<file path="src/rtl/arb_pkg.sv">
// Shared helpers for the round-robin one-hot arbiter: bit-vector utilities sized
// to a generous maximum width so callers can cast in, then slice out their width.
package arb_pkg;

    localparam int MAXW     = 256;
    localparam int IDX_MAXW = 8;

    typedef logic [MAXW-1:0]     vec_t;
    typedef logic [IDX_MAXW-1:0] bidx_t;

    typedef enum logic {
        IDLE = 1'b0,
        HOLD = 1'b1
    } state_t;

    // Isolate the lowest set bit (two's-complement trick).
    function automatic vec_t lsb_oht(input vec_t v);
        return v & (~v + vec_t'(1));
    endfunction

    function automatic bidx_t oht2bin(input vec_t v);
        bidx_t b;
        b = '0;
        for (int i = 0; i < MAXW; i++) begin
            if (v[i]) b = b | bidx_t'(i);
        end
        return b;
    endfunction

    // All bits at or above the single set bit of p.
    function automatic vec_t therm(input vec_t p);
        return ~(p - vec_t'(1));
    endfunction

endpackage

</file>
<file path="src/rtl/pri_oht.sv">
// Fixed-priority encoder: lowest-index request wins, output is one-hot or zero.
module pri_oht
    import arb_pkg::*;
#(
    parameter int WIDTH = 4
) (
    input  logic [WIDTH-1:0] req,
    output logic [WIDTH-1:0] oht,
    output logic             vld
);

    vec_t full;
    logic unused_hi;

    assign full      = lsb_oht(vec_t'(req));
    assign oht       = full[WIDTH-1:0];
    assign vld       = |req;
    assign unused_hi = ^full[MAXW-1:WIDTH];

endmodule

</file>
<file path="src/rtl/arb_rr_oht.sv">
// Round-robin arbiter with one-hot grant and valid/ready handshake; the grant is
// frozen while the consumer stalls and priority rotates past each completed transfer.
module arb_rr_oht
    import arb_pkg::*;
#(
    parameter int WIDTH = 4,
    parameter int IDX_W = $clog2(WIDTH)
) (
    input  logic             clk,
    input  logic             rst,
    input  logic [WIDTH-1:0] req,
    output logic [WIDTH-1:0] oht,
    output logic [IDX_W-1:0] idx,
    output logic             vld,
    input  logic             rdy,
    output logic [WIDTH-1:0] ack
);

    state_t           st, st_nx;
    logic [WIDTH-1:0] ptr, hgr, hgr_nx;
    logic [WIDTH-1:0] mreq, m_oht, u_oht, sel, gnt;
    logic             m_vld, u_vld, xfer;
    vec_t             thm_full;
    bidx_t            ib;
    logic             unused_bits;

    assign thm_full = therm(vec_t'(ptr));
    assign mreq     = req & thm_full[WIDTH-1:0];

    pri_oht #(.WIDTH(WIDTH)) u_pri_m (.req(mreq), .oht(m_oht), .vld(m_vld));
    pri_oht #(.WIDTH(WIDTH)) u_pri_u (.req(req),  .oht(u_oht), .vld(u_vld));

    // Fall back to the unmasked search only when nothing sits at/above the pointer.
    assign sel  = m_vld ? m_oht : u_oht;
    assign gnt  = (st == HOLD) ? hgr : sel;
    assign oht  = rst ? '0 : gnt;
    assign vld  = |oht;
    assign xfer = vld & rdy;
    assign ack  = oht & {WIDTH{xfer}};

    assign ib  = oht2bin(vec_t'(oht));
    assign idx = ib[IDX_W-1:0];

    assign unused_bits = ^{thm_full[MAXW-1:WIDTH], ib[IDX_MAXW-1:IDX_W], u_vld};

    always_comb begin
        st_nx  = st;
        hgr_nx = hgr;
        case (st)
            IDLE: begin
                if (vld && !rdy) begin
                    st_nx  = HOLD;
                    hgr_nx = oht;
                end
            end
            HOLD: begin
                if (rdy) st_nx = IDLE;
            end
            default: st_nx = IDLE;
        endcase
    end

    always_ff @(posedge clk) begin
        if (rst) begin
            st  <= IDLE;
            ptr <= WIDTH'(1);
            hgr <= '0;
        end else begin
            st  <= st_nx;
            hgr <= hgr_nx;
            // Next priority goes to the position just above the winner, wrapping.
            if (xfer) ptr <= {oht[WIDTH-2:0], oht[WIDTH-1]};
        end
    end

endmodule

</file>
<file path="config.mk">
export PLATFORM = sky130hd
export DESIGN_NAME = arb_rr_oht
export DESIGN_NICKNAME = d
export VERILOG_FILES = /design/src/rtl/arb_pkg.sv /design/src/rtl/pri_oht.sv /design/src/rtl/arb_rr_oht.sv
export SDC_FILE = /design/constraint.sdc
export NUM_CORES = 1
export LEC_CHECK = 0
export ABC_AREA = 1
export ABC_CLOCK_PERIOD_IN_PS = 1800
export CAP_MARGIN = 15
export CORE_ASPECT_RATIO = 1.2
export CORE_MARGIN = 2
export CORE_UTILIZATION = 40
export DETAILED_ROUTE_END_ITERATION = 16
export PLACE_DENSITY = 0.81
export SLEW_MARGIN = 15
export SYNTH_ARGS = -nofsm -noshare
export SYNTH_HDL_FRONTEND = slang
export SYNTH_HIERARCHICAL = 1
export SYNTH_SLANG_ARGS = --single-unit
</file>
<file path="constraint.sdc">
create_clock -name clk -period 1.8 [get_ports clk]
set_clock_uncertainty 0.05 [all_clocks]
set_input_delay 0.36 -clock clk [delete_from_list [all_inputs] [get_ports clk]]
set_output_delay 0.36 -clock clk [all_outputs]
set_load 0.03 [all_outputs]
</file>
Word-level counts from Yosys, hierarchy flattened
Cells that the tools add are included.
Widths: inputs -> output; s select.

word-level totals
  flip-flop bits (word level) = 9
  output and inout port bits = 11
  word-level logic and storage cells = 29

cells by class
  add/subtract/negate cells = 3
  muxes and demuxes = 9
  bitwise logic cells = 9
  reductions and logical operators = 5

operator list
  kind                 number
  $and 4x4->4          4
  $mux 4               3
  $not 4->4            3
  $add 4x1->4 const B  2
  $reduce_or 4->1      2
  $mux 2               2
  $sub 4x1->4 const B  1
  $mux 1               3
  $pmux 1 s2           1
  $reduce_and 2->1     1
  $and 1x1->1          1
  $logic_and 1x1->1    1
  $logic_not 1->1      1
  $not 1->1            1

Depth between registers and ports, before layout
  depth in word-level cells = 13
  mapped depth = 18
  depth with buffers taken out = 18

Modules after synthesis
Netlist, hierarchy kept.

modules (own cells, without submodules)
  module      times used  cells an instance  area each (um^2)  sequential area each (um^2)
  arb_rr_oht  1           98                 595.6             180.2
  pri_oht     2           10                 46.3              0.0

Least setup slack after synthesis
Ideal clock, no wire load.

  path kind = reg2out
  from = register ptr[0]
  to = output port ack[2]
  arrival = 1.748 ns
  data required time = 1.390 ns
  path slack = -0.358 ns
  cell stages (with the launch flop) = 12
  cell sequence = dfxtp_1 inv_1 ha_1 nand2_1 inv_1 nor2_2 nand3_1 inv_2 nand2_1 nand3_1 nand2_2 nor2_1

between the ends
  elaborated cells between the ends (all ways) = 13

RTL lines
  item                    RTL line          text
  from (decl)             arb_rr_oht.sv:20  logic [WIDTH-1:0] ptr, hgr, hgr_nx;
  from (signal assigned)  arb_rr_oht.sv:72  if (xfer) ptr <= {oht[WIDTH-2:0], oht[WIDTH-1]};
  $sub 4x1->4 (*)         arb_pkg.sv:32     return ~(p - vec_t'(1));
  $not 4->4 (*)           arb_pkg.sv:32
  $and 4x4->4 (*)         arb_rr_oht.sv:28  assign mreq = req & thm_full[WIDTH-1:0];
  net mreq[1]             arb_rr_oht.sv:21  logic [WIDTH-1:0] mreq, m_oht, u_oht, sel, gnt;
  $reduce_or 4->1 (*)     pri_oht.sv:17     assign vld = |req;
  net m_vld               arb_rr_oht.sv:22  logic m_vld, u_vld, xfer;
  $mux 4 (*)              arb_rr_oht.sv:34  assign sel = m_vld ? m_oht : u_oht;
  $mux 4 (*)              arb_rr_oht.sv:35  assign gnt = (st == HOLD) ? hgr : sel;
  $mux 4 (*)              arb_rr_oht.sv:36  assign oht = rst ? '0 : gnt;
  $reduce_or 4->1         arb_rr_oht.sv:37  assign vld = |oht;
  $and 1x1->1             arb_rr_oht.sv:38  assign xfer = vld & rdy;
  $and 4x4->4 (*)         arb_rr_oht.sv:39  assign ack = oht & {WIDTH{xfer}};
  to (decl)               arb_rr_oht.sv:16  output logic [WIDTH-1:0] ack

The timed path passes the listed nets; every way through them passes the cells marked *.

Worst setup path in the final report
  from = register ptr[0]
  to = output port ack[1]

Same word-level chain as after synthesis.

==> results.toml <==
[layout]
fill_cells = 113
antenna_cells = 0
syn2layout_area_growth_pct = 81.1
final_nets = 166
final_cells = 175
register_area_um2 = 183
drive_gt1_share_pct = 55.4
multi_input_area_um2 = 514
fin_util_pct = 76.3

[clocking]
clk_latency_ns = 0.28
htreeDepth = 1
cts_tree = "yes"
cts_buffer_depth = 2
cts_num_sinks = 9
clkTransAtPathRegs_ns = 0.07
cts-root-buf = "clkbuf_4"
numCtsBuffers = 3

[floorplanning]
fp.dieW_um = 41.7
io_pins = 18
core_um2 = 1620
start_util_pct = 42.1
row_count = 16
die_area_um2 = 2060
die_h_um = 49.3

[detailed_routing]
drc_errors = 0
ant_nets = 0
wl_per_cell_um = 12.4
routed_via_density = 4.87
drt_first_iter_violations = 8
wl_mm = 2.18
firstDrtPassIters = 3
vias = 853

[pwr]
p_per_area_nw_per_um2 = 954
p_leak_nw = 0.646
finalPower_mw = 1.18
ir_drop_mv = 0.758

[timing]
worst_pin_slew_ns = 0.295
drv_slew = 0
fin_ws_ns = -0.566
rsz0062_at_grt = "yes"
finalHoldViolations = 0
relSlewSlack_pct = 80.3
setup_violations = 20
fmax_ghz = 0.423
fin_crit_sh_pct = 131
fin_hold_ws_ns = 0.419
min_period_ns = 2.37

[global_routing]
gr-total-overflow = 0
antenna_found_initial = 0
first_global_vias = 808
grt_max_degree = 10
grt_usage_pct = 20.3
grt_pass1_wl_mm = 3.23

[logic_synthesis]
syn-cell-area_um2 = 683
syn_area_per_cell_um2 = 5.84
synth_cells = 117
syn-num-nets = 125
ys_warn_count = 6

[status]
status = "finished with violations"
violations = "negative setup slack"

[run]
drv_cap = 0

[setup_path]
path_buf_inv = 5
cp_top_family = "simple AND/OR/NAND/NOR gates"
crit_required_ns = 1.39
cp_max_fo = 5
worst-setup-path-type = "flip-flop to primary output"
max_stage_delay_ns = 0.34
endpoint_kind = "primary output"
cp_cell_sequence = "inv_2 > ha_4 > nand2_2 > inv_2 > nor2_4 > nand3_4 > inv_4 > nand2_2 > nand3_2 > nand2_4 > buf_6 > nor2_4 > buf_6"
slowest_stage = "dfxtp_2"
arrival_ns = 1.96
startpoint_type = "flip-flop"

[place]
dp_slack_ns = -0.551
numPortBuffers = 17
dpl.cell_count = 163
hpwl_mm = 1.26
gp_congestion = 0.805

[hold_path]
hold_class = "flip-flop to flip-flop"
## layout make-up
type	instances	share of cell area, %
Clock buffer	3	1.82
Clock inverter	1	0.404
Inverter	27	9.20
Multi-Input combinational cell	78	41.6
Sequential cell	9	14.8
Tap cell	18	1.82
Timing Repair Buffer	39	30.4
## cells in the final DEF, fill, tap and decap left out, drive strengths merged
| cell | instances |
|---|---|
| clkinvlp | 2 |
| clkinv | 1 |
| clkbuf | 3 |
| nand3 | 6 |
| nor3 | 2 |
| ha | 1 |
| nor2 | 22 |
| buf | 33 |
| inv | 25 |
| o21ai | 3 |
| dfxtp | 9 |
| nand2 | 35 |
| a21oi | 8 |
| nand3b | 1 |
| clkdlybuf4s50 | 6 |
## registers in the layout, indices dropped and copies added, names as in the netlist
| name | flops |
|---|---|
| st | 1 |
| hgr | 4 |
| ptr | 4 |
## final timing paths
| check | from | endpoint | slack, ns | cells after the start |
|---|---|---|---|---|
| setup / recovery | ptr[0]$_SDFFE_PP1P_ | ack[1] | -0.57 | 13 |
| hold / removal | ptr[1]$_SDFFE_PP0P_ | ptr[1]$_SDFFE_PP0P_ | 0.42 | 2 |
| setup reg to reg | ptr[0]$_SDFFE_PP1P_ | hgr[1]$_SDFFE_PP0P_ | -0.24 | 15 |
| hold reg to reg | ptr[1]$_SDFFE_PP0P_ | ptr[1]$_SDFFE_PP0P_ | 0.42 | 2 |
## metrics by stage
stage	instance area (µm²)	TNS [ns]
floorplan	744	-0.943
global placement	988	-7.95
detailed placement	988	-8.85
CTS	1140	-6.25
global route	1240	-8.63
finish	1240	-6.84
## what timing repair did
action / in CTS / in global routing
resized for setup: 21 / 19
pin swaps: 9 / 9
hold buffers: 0 / 0
endpoints found under the setup margin: 20 / 20
buffers inserted: 5 / 4
## worst min-delay path: stages, from the launching register on
cell     delay (ns)
dfxtp_2        0.33
nand2_1        0.05
a21oi_1        0.05
## power breakdown
part	switching (mW)	internal, mW	total, mW
clock	0.0867	0.0826	0.169
sequential	0.0211	0.232	0.253
combinational	0.426	0.332	0.758
total	0.534	0.647	1.18
## routing by layer
layer  up-vias  global-route usage [%]  wire length (µm)
met5         -                       0                 0
met4         0                    9.68                30
met3         6                    5.19                97
met2        21                    37.0              1240
met1       399                    21.0               803
li1        427                       -                 -
Note: power is estimated with default switching activity, not from simulation.
